<file path="src/rtl/interrupt_sequencer_if.sv">
// Handshake bundle between the main control logic and the interrupt
// sequencer: request/qualifier inputs and per-cycle dataflow strobes.
interface interrupt_sequencer_if;
   logic       rdy;
   logic       instr_boundary;
   logic       reset_req;
   logic       nmi;
   logic       irq;
   logic       brk;
   logic       i_flag;
   logic       busy;
   logic [2:0] cycle;
   logic [1:0] kind;
   logic       pc_inc;
   logic       push_we;
   logic [1:0] push_src;
   logic       b_flag;
   logic       sp_dec;
   logic [7:0] vec_adl;
   logic [7:0] vec_adh;
   logic       set_i;
   logic       done;

   modport master (
      output rdy, instr_boundary, reset_req, nmi, irq, brk, i_flag,
      input  busy, cycle, kind, pc_inc, push_we, push_src, b_flag,
             sp_dec, vec_adl, vec_adh, set_i, done
   );

   modport slave (
      input  rdy, instr_boundary, reset_req, nmi, irq, brk, i_flag,
      output busy, cycle, kind, pc_inc, push_we, push_src, b_flag,
             sp_dec, vec_adl, vec_adh, set_i, done
   );
endinterface

</file>
<file path="src/rtl/interrupt_sequencer.sv">
// Interrupt sequencer: arbitrates RESET/NMI/BRK/IRQ at instruction
// boundaries and steps the fixed 7-cycle service routine (2 dummy cycles,
// PCH/PCL/PSR pushes, 2 vector fetches).
// Optional build macro NMI_HIJACK_EN: a pending NMI taken over an IRQ/BRK
// sequence at the cycle 5->6 transition (vector switches to the NMI one).
module interrupt_sequencer #(
   parameter logic [7:0] VEC_PAGE = 8'hFF
) (
   input  logic                  clk,
   input  logic                  rst,
   interrupt_sequencer_if.slave  bus
);

   typedef enum logic [2:0] {
      IDLE = 3'd0,
      CYC1 = 3'd1,
      CYC2 = 3'd2,
      CYC3 = 3'd3,
      CYC4 = 3'd4,
      CYC5 = 3'd5,
      CYC6 = 3'd6,
      CYC7 = 3'd7
   } stateT;

   typedef enum logic [1:0] {
      KIND_RESET = 2'd0,
      KIND_NMI   = 2'd1,
      KIND_IRQ   = 2'd2,
      KIND_BRK   = 2'd3
   } kindT;

   stateT state, stateNext;
   kindT  kindQ, kindNext, winner;
   logic  resetPending, nmiPending, nmiPrev;
   logic  nmiEdge, anyReq, accept, hijack, clrReset, clrNmi;
   logic [7:0] lowVec;

   assign nmiEdge = bus.nmi & ~nmiPrev;

   // Sequencer state and latched kind; rst aborts straight to idle.
   always_ff @(posedge clk or posedge rst) begin
      if (rst) begin
         state <= IDLE;
         kindQ <= KIND_RESET;
      end else begin
         state <= stateNext;
         kindQ <= kindNext;
      end
   end

   // Request latches keep collecting while busy or frozen; a new set wins
   // over a same-cycle clear so no request is lost.
   always_ff @(posedge clk or posedge rst) begin
      if (rst) begin
         resetPending <= 1'b1;
         nmiPending   <= 1'b0;
         nmiPrev      <= 1'b1;
      end else begin
         resetPending <= bus.reset_req | (resetPending & ~clrReset);
         nmiPending   <= nmiEdge | (nmiPending & ~clrNmi);
         nmiPrev      <= bus.nmi;
      end
   end

   // Priority arbitration, acceptance and cycle advance.
   always_comb begin
      stateNext = state;
      kindNext  = kindQ;
      accept    = 1'b0;
      hijack    = 1'b0;
      winner    = KIND_RESET;
      anyReq    = 1'b1;
      if (resetPending)                winner = KIND_RESET;
      else if (nmiPending)             winner = KIND_NMI;
      else if (bus.brk)                winner = KIND_BRK;
      else if (bus.irq & ~bus.i_flag)  winner = KIND_IRQ;
      else                             anyReq = 1'b0;

      if (bus.rdy) begin
         case (state)
            IDLE: begin
               if (bus.instr_boundary && anyReq) begin
                  accept    = 1'b1;
                  stateNext = CYC1;
                  kindNext  = winner;
               end
            end
            CYC7:    stateNext = IDLE;
            default: stateNext = stateT'(state + 3'd1);
         endcase
`ifdef NMI_HIJACK_EN
         // Switch takes effect after the PSR push so b_flag keeps the
         // original BRK value while the vector becomes the NMI one.
         if (state == CYC5 && nmiPending &&
             (kindQ == KIND_IRQ || kindQ == KIND_BRK)) begin
            hijack   = 1'b1;
            kindNext = KIND_NMI;
         end
`endif
      end

      clrReset = accept && (winner == KIND_RESET);
      clrNmi   = (accept && (winner == KIND_NMI)) || hijack;
   end

   // Per-cycle strobes decoded from cycle/kind; rdy=0 forces all to zero.
   always_comb begin
      bus.pc_inc   = 1'b0;
      bus.push_we  = 1'b0;
      bus.push_src = 2'd0;
      bus.b_flag   = 1'b0;
      bus.sp_dec   = 1'b0;
      bus.vec_adl  = 8'h00;
      bus.vec_adh  = 8'h00;
      bus.set_i    = 1'b0;
      bus.done     = 1'b0;
      case (kindQ)
         KIND_NMI:   lowVec = 8'hFA;
         KIND_RESET: lowVec = 8'hFC;
         default:    lowVec = 8'hFE;
      endcase

      if (bus.rdy) begin
         case (state)
            CYC2: bus.pc_inc = (kindQ == KIND_BRK);
            CYC3: begin
               bus.push_src = 2'd0;
               bus.sp_dec   = 1'b1;
               bus.push_we  = (kindQ != KIND_RESET);
            end
            CYC4: begin
               bus.push_src = 2'd1;
               bus.sp_dec   = 1'b1;
               bus.push_we  = (kindQ != KIND_RESET);
            end
            CYC5: begin
               bus.push_src = 2'd2;
               bus.sp_dec   = 1'b1;
               bus.push_we  = (kindQ != KIND_RESET);
               bus.b_flag   = (kindQ == KIND_BRK);
            end
            CYC6: begin
               bus.vec_adl = lowVec;
               bus.vec_adh = VEC_PAGE;
               bus.set_i   = 1'b1;
            end
            CYC7: begin
               bus.vec_adl = lowVec | 8'h01;
               bus.vec_adh = VEC_PAGE;
               bus.done    = 1'b1;
            end
            default: ;
         endcase
      end
   end

   assign bus.busy  = (state != IDLE);
   assign bus.cycle = state;
   assign bus.kind  = kindQ;

endmodule

</file>
<file path="src/flat_wrapper.sv">
// flat-port wrapper written by rule: the top's interface ports become plain ports
module interrupt_sequencer_flat 
#(
   parameter logic [7:0] VEC_PAGE = 8'hFF
)
  (clk, rst, bus_rdy, bus_instr_boundary, bus_reset_req, bus_nmi, bus_irq, bus_brk, bus_i_flag, bus_busy, bus_cycle, bus_kind, bus_pc_inc, bus_push_we, bus_push_src, bus_b_flag, bus_sp_dec, bus_vec_adl, bus_vec_adh, bus_set_i, bus_done);
  interrupt_sequencer_if bus_i ();
  input  logic clk;
  input  logic rst;
  input wire logic [$bits(bus_i.rdy)-1:0] bus_rdy;
  input wire logic [$bits(bus_i.instr_boundary)-1:0] bus_instr_boundary;
  input wire logic [$bits(bus_i.reset_req)-1:0] bus_reset_req;
  input wire logic [$bits(bus_i.nmi)-1:0] bus_nmi;
  input wire logic [$bits(bus_i.irq)-1:0] bus_irq;
  input wire logic [$bits(bus_i.brk)-1:0] bus_brk;
  input wire logic [$bits(bus_i.i_flag)-1:0] bus_i_flag;
  output wire logic [$bits(bus_i.busy)-1:0] bus_busy;
  output wire logic [$bits(bus_i.cycle)-1:0] bus_cycle;
  output wire logic [$bits(bus_i.kind)-1:0] bus_kind;
  output wire logic [$bits(bus_i.pc_inc)-1:0] bus_pc_inc;
  output wire logic [$bits(bus_i.push_we)-1:0] bus_push_we;
  output wire logic [$bits(bus_i.push_src)-1:0] bus_push_src;
  output wire logic [$bits(bus_i.b_flag)-1:0] bus_b_flag;
  output wire logic [$bits(bus_i.sp_dec)-1:0] bus_sp_dec;
  output wire logic [$bits(bus_i.vec_adl)-1:0] bus_vec_adl;
  output wire logic [$bits(bus_i.vec_adh)-1:0] bus_vec_adh;
  output wire logic [$bits(bus_i.set_i)-1:0] bus_set_i;
  output wire logic [$bits(bus_i.done)-1:0] bus_done;
  assign bus_i.rdy = bus_rdy;
  assign bus_i.instr_boundary = bus_instr_boundary;
  assign bus_i.reset_req = bus_reset_req;
  assign bus_i.nmi = bus_nmi;
  assign bus_i.irq = bus_irq;
  assign bus_i.brk = bus_brk;
  assign bus_i.i_flag = bus_i_flag;
  assign bus_busy = bus_i.busy;
  assign bus_cycle = bus_i.cycle;
  assign bus_kind = bus_i.kind;
  assign bus_pc_inc = bus_i.pc_inc;
  assign bus_push_we = bus_i.push_we;
  assign bus_push_src = bus_i.push_src;
  assign bus_b_flag = bus_i.b_flag;
  assign bus_sp_dec = bus_i.sp_dec;
  assign bus_vec_adl = bus_i.vec_adl;
  assign bus_vec_adh = bus_i.vec_adh;
  assign bus_set_i = bus_i.set_i;
  assign bus_done = bus_i.done;
  interrupt_sequencer #(.VEC_PAGE(VEC_PAGE)) u_core (.clk(clk), .rst(rst), .bus(bus_i));
endmodule
</file>
<file path="config.mk">
export PLATFORM = sky130hd
export DESIGN_NAME = interrupt_sequencer_flat
export DESIGN_NICKNAME = d
export VERILOG_FILES = /design/src/rtl/interrupt_sequencer_if.sv /design/src/rtl/interrupt_sequencer.sv /design/src/flat_wrapper.sv
export SDC_FILE = /design/constraint.sdc
export NUM_CORES = 1
export LEC_CHECK = 0
export ABC_AREA = 1
export ABC_CLOCK_PERIOD_IN_PS = 4600
export CAP_MARGIN = 20
export CORE_MARGIN = 2
export CORE_UTILIZATION = 42
export CTS_BUF_LIST = sky130_fd_sc_hd__clkbuf_8
export DETAILED_ROUTE_END_ITERATION = 10
export GPL_TIMING_DRIVEN = 0
export MAX_ROUTING_LAYER = met4
export PLACE_DENSITY = 0.87
export SYNTH_ARGS = -nofsm -noshare
export SYNTH_HDL_FRONTEND = slang
export SYNTH_SLANG_ARGS = --single-unit
</file>
<file path="constraint.sdc">
create_clock -name clk -period 4.6 [get_ports clk]
set_clock_uncertainty 0.1 [all_clocks]
set_input_delay 0.92 -clock clk [delete_from_list [all_inputs] [get_ports clk]]
set_output_delay 0.92 -clock clk [all_outputs]
set_load 0.02 [all_outputs]
</file>
==> results.cfg <==
[synth]
synth.net_count = 115
ys_ff_latch = 8
netlist_instances = 101
synth.distinct_cells = 20
synth_top_area_share_pct = 21.4
ys_warn_count = 0
avgSynthCellArea_um2 = 6.96
ys_top_cells_by_area = dfrtp_1, nand2_1, buf_4
yosys.area.top_type = dfrtp_1
synth_area_um2 = 703
ys_seq_area_share_pct = 28.8

[power]
power_mw = 0.528
p_sw_share_pct = 44.5
p_leak_nw = 0.586
peakVddDrop_mv = 0.474
p_int_mw = 0.293
clkPwrFrac_pct = 16.6
seqPwrFrac_pct = 22.9
combPwrFrac_pct = 60.5
p_per_area_nw_per_um2 = 459
p_switching_mw = 0.235

[clocking]
numCtsBuffers = 3
clk_path_buf_depth = 2
cts-htree-levels = 1
clock_latency_ns = 0.23
cts_root_buffer = clkbuf_8
holdBufCountCts = 0
clk_pin_slew_ns = 0.04
clkSinkCount = 8
cts_setup_buffers = 0
cts_tree = done
cts.repair.resized = 0

[worst_setup_path]
critPathCaptureType = primary output
crit_type = primary input to primary output
cp_cell_sequence = clkdlybuf4s50_1, inv_4, nor2_4, nor2_1, inv_1, buf_4, clkdlybuf4s50_1
path_delay_family = buffers and inverters
crit_path_frequent_cell = clkdlybuf4s50_1
max_stage_delay_ns = 0.65
cp_slowest_cell = clkdlybuf4s50_1
worst_setup_path_start_kind = primary input
reg2regPathDepth = 7
crit_arrival_ns = 2.90
crit_buf_inv = 5
cp_data_required_time_ns = 3.58
path_max_fanout = 13
crit_cells = 7

[floorplan]
dieWidth_um = 44.9
die_h_um = 44.9
initial_core_util_pct = 45.6
core-area_um2 = 1540
die_area_um2 = 2020
io_pins = 39
rows = 14

[global_routing]
grt_overflow_total = 0
grt_pass1_wl_um = 2440
grt_use_total_pct = 16.9
grt_start_max_net_pins = 14
antenna_found_initial = 0
grt_pass1_vias = 575

[timing]
min_period_ns = 3.92
setup_tns_ns = 0
post-route-period-util_pct = 85.2
rsz0062_at_grt = no
fin_hold_ws_ns = 0.400
tightest_slew_ns = 0.339
hold_violations = 0
slew_violations = 0
relSlewSlack_pct = 77.4
fmax_ghz = 0.255
finalWorstSetupSlack_ns = 0.682
finalSetupViolCount = 0

[route]
drt.antenna.violating_nets = 0
vias_per_cell = 4.60
wl_per_cell_um = 10.1
drc = 0
vias = 731
routed_wl_um = 1600
drt_iter0_drc = 11
drt_first_pass_iters = 5

[layout]
drive_gt1_share_pct = 18.9
layout.cells.non_filler = 159
final.fill_count = 115
multi_input_area_um2 = 329
layout.cells.most_common_list = clkdlybuf4s50_1, nand2_1, inv_1, buf_4, nor2_1
n_antenna_cell = 0
nNetsFinal = 158
postLayoutCoreUtil_pct = 74.5
layout_commonest_cell = clkdlybuf4s50_1
area_growth_pct = 63.3
final_area_um2 = 1150
regArea_um2 = 203

[flow_run]
drv_cap = 0

[placement]
postPlaceCellArea_um2 = 1100
place.gp.congestion = 0.856
dp_hpwl_um = 1350
post-place-cells = 155
pre_cts_ws_ns = 0.671
port-buffer-count = 38

[hold_path]
holdPathStages = 2
hp-class = flip-flop to flip-flop

[status]
run_status = finished, final reports clean
## kinds of logic after synthesis
kind of cell    after synthesis  share of synthesized area (%)
simple gates                 51                           32.7
buf+inv                      32                           24.4
flops                         8                           28.8
compound gates                5                           5.16
fa+ha+maj                     5                           8.90
## registers in the layout, indices dropped and copies added, names as in the netlist
signal / count
u_core.bus.kind: 2
u_core.nmiPending: 1
u_core.nmiPrev: 1
u_core.resetPending: 1
u_core.bus.cycle: 3
## power by group through the flow
stage / Combinational [mW] / Sequential [mW] / Clock [mW]
detailed placement: 0.319 / 0.122 / 0
floorplan: 0.182 / 0.136 / 0
global placement: 0.311 / 0.119 / 0
CTS: 0.321 / 0.120 / 0.0905
finish: 0.319 / 0.121 / 0.0875
global route: 0.350 / 0.124 / 0.0942
## per-layer routing
| layer | global-route usage, % | wire length, µm |
|---|---|---|
| met4 | 5.29 | 0 |
| met2 | 26.4 | 764 |
| met3 | 4.40 | 197 |
| met1 | 21.6 | 637 |
| met5 | - | 0 |
## area by class of cell
type,count,share of cell area [%]
multi-input combinational,61,28.6
sequential,8,17.6
tap,16,1.74
timing repair buffer,38,33.1
clock inverter,1,0.327
clock buffer,3,3.59
inverter,19,6.43
buffer,13,8.50
## worst paths after layout
check,from,endpoint,slack [ns]
worst max-delay path,bus_rdy,bus_vec_adh[1],0.68
worst min-delay path,u_core.nmiPending$_DFF_PP0_,u_core.nmiPending$_DFF_PP0_,0.40
worst max register to register,u_core.bus.cycle[0]$_DFFE_PP0P_,u_core.bus.kind[0]$_DFFE_PP0P_,3.18
worst min register to register,u_core.nmiPending$_DFF_PP0_,u_core.nmiPending$_DFF_PP0_,0.40
max in group asynchronous,rst,u_core.resetPending$_DFF_PP1_,3.27
min in group asynchronous,rst,u_core.bus.cycle[1]$_DFFE_PP0P_,0.84
## synthesized netlist by cell type
cell type	number
ha_1	5
nor2_4	2
o21ai_2	1
nand2_1	27
inv_2	2
nand3_1	6
a21oi_1	1
o21ai_1	1
dfstp_2	2
dfrtp_1	6
buf_4	13
nand4_1	2
nand2_2	1
nand2_4	1
o21ai_0	1
a31oi_2	1
inv_4	1
inv_1	16
nor3_1	1
nor2_1	11
## worst register-to-register path, stage by stage, from the launching register on
cell and delay (ns):
dfrtp_1 0.42, inv_1 0.12, ha_1 0.22, nand2_4 0.10, nor2_4 0.12, nand2_1 0.11, nand2_1 0.07, nand2_1 0.05
No activity file was read; power rests on OpenSTA's default activity.
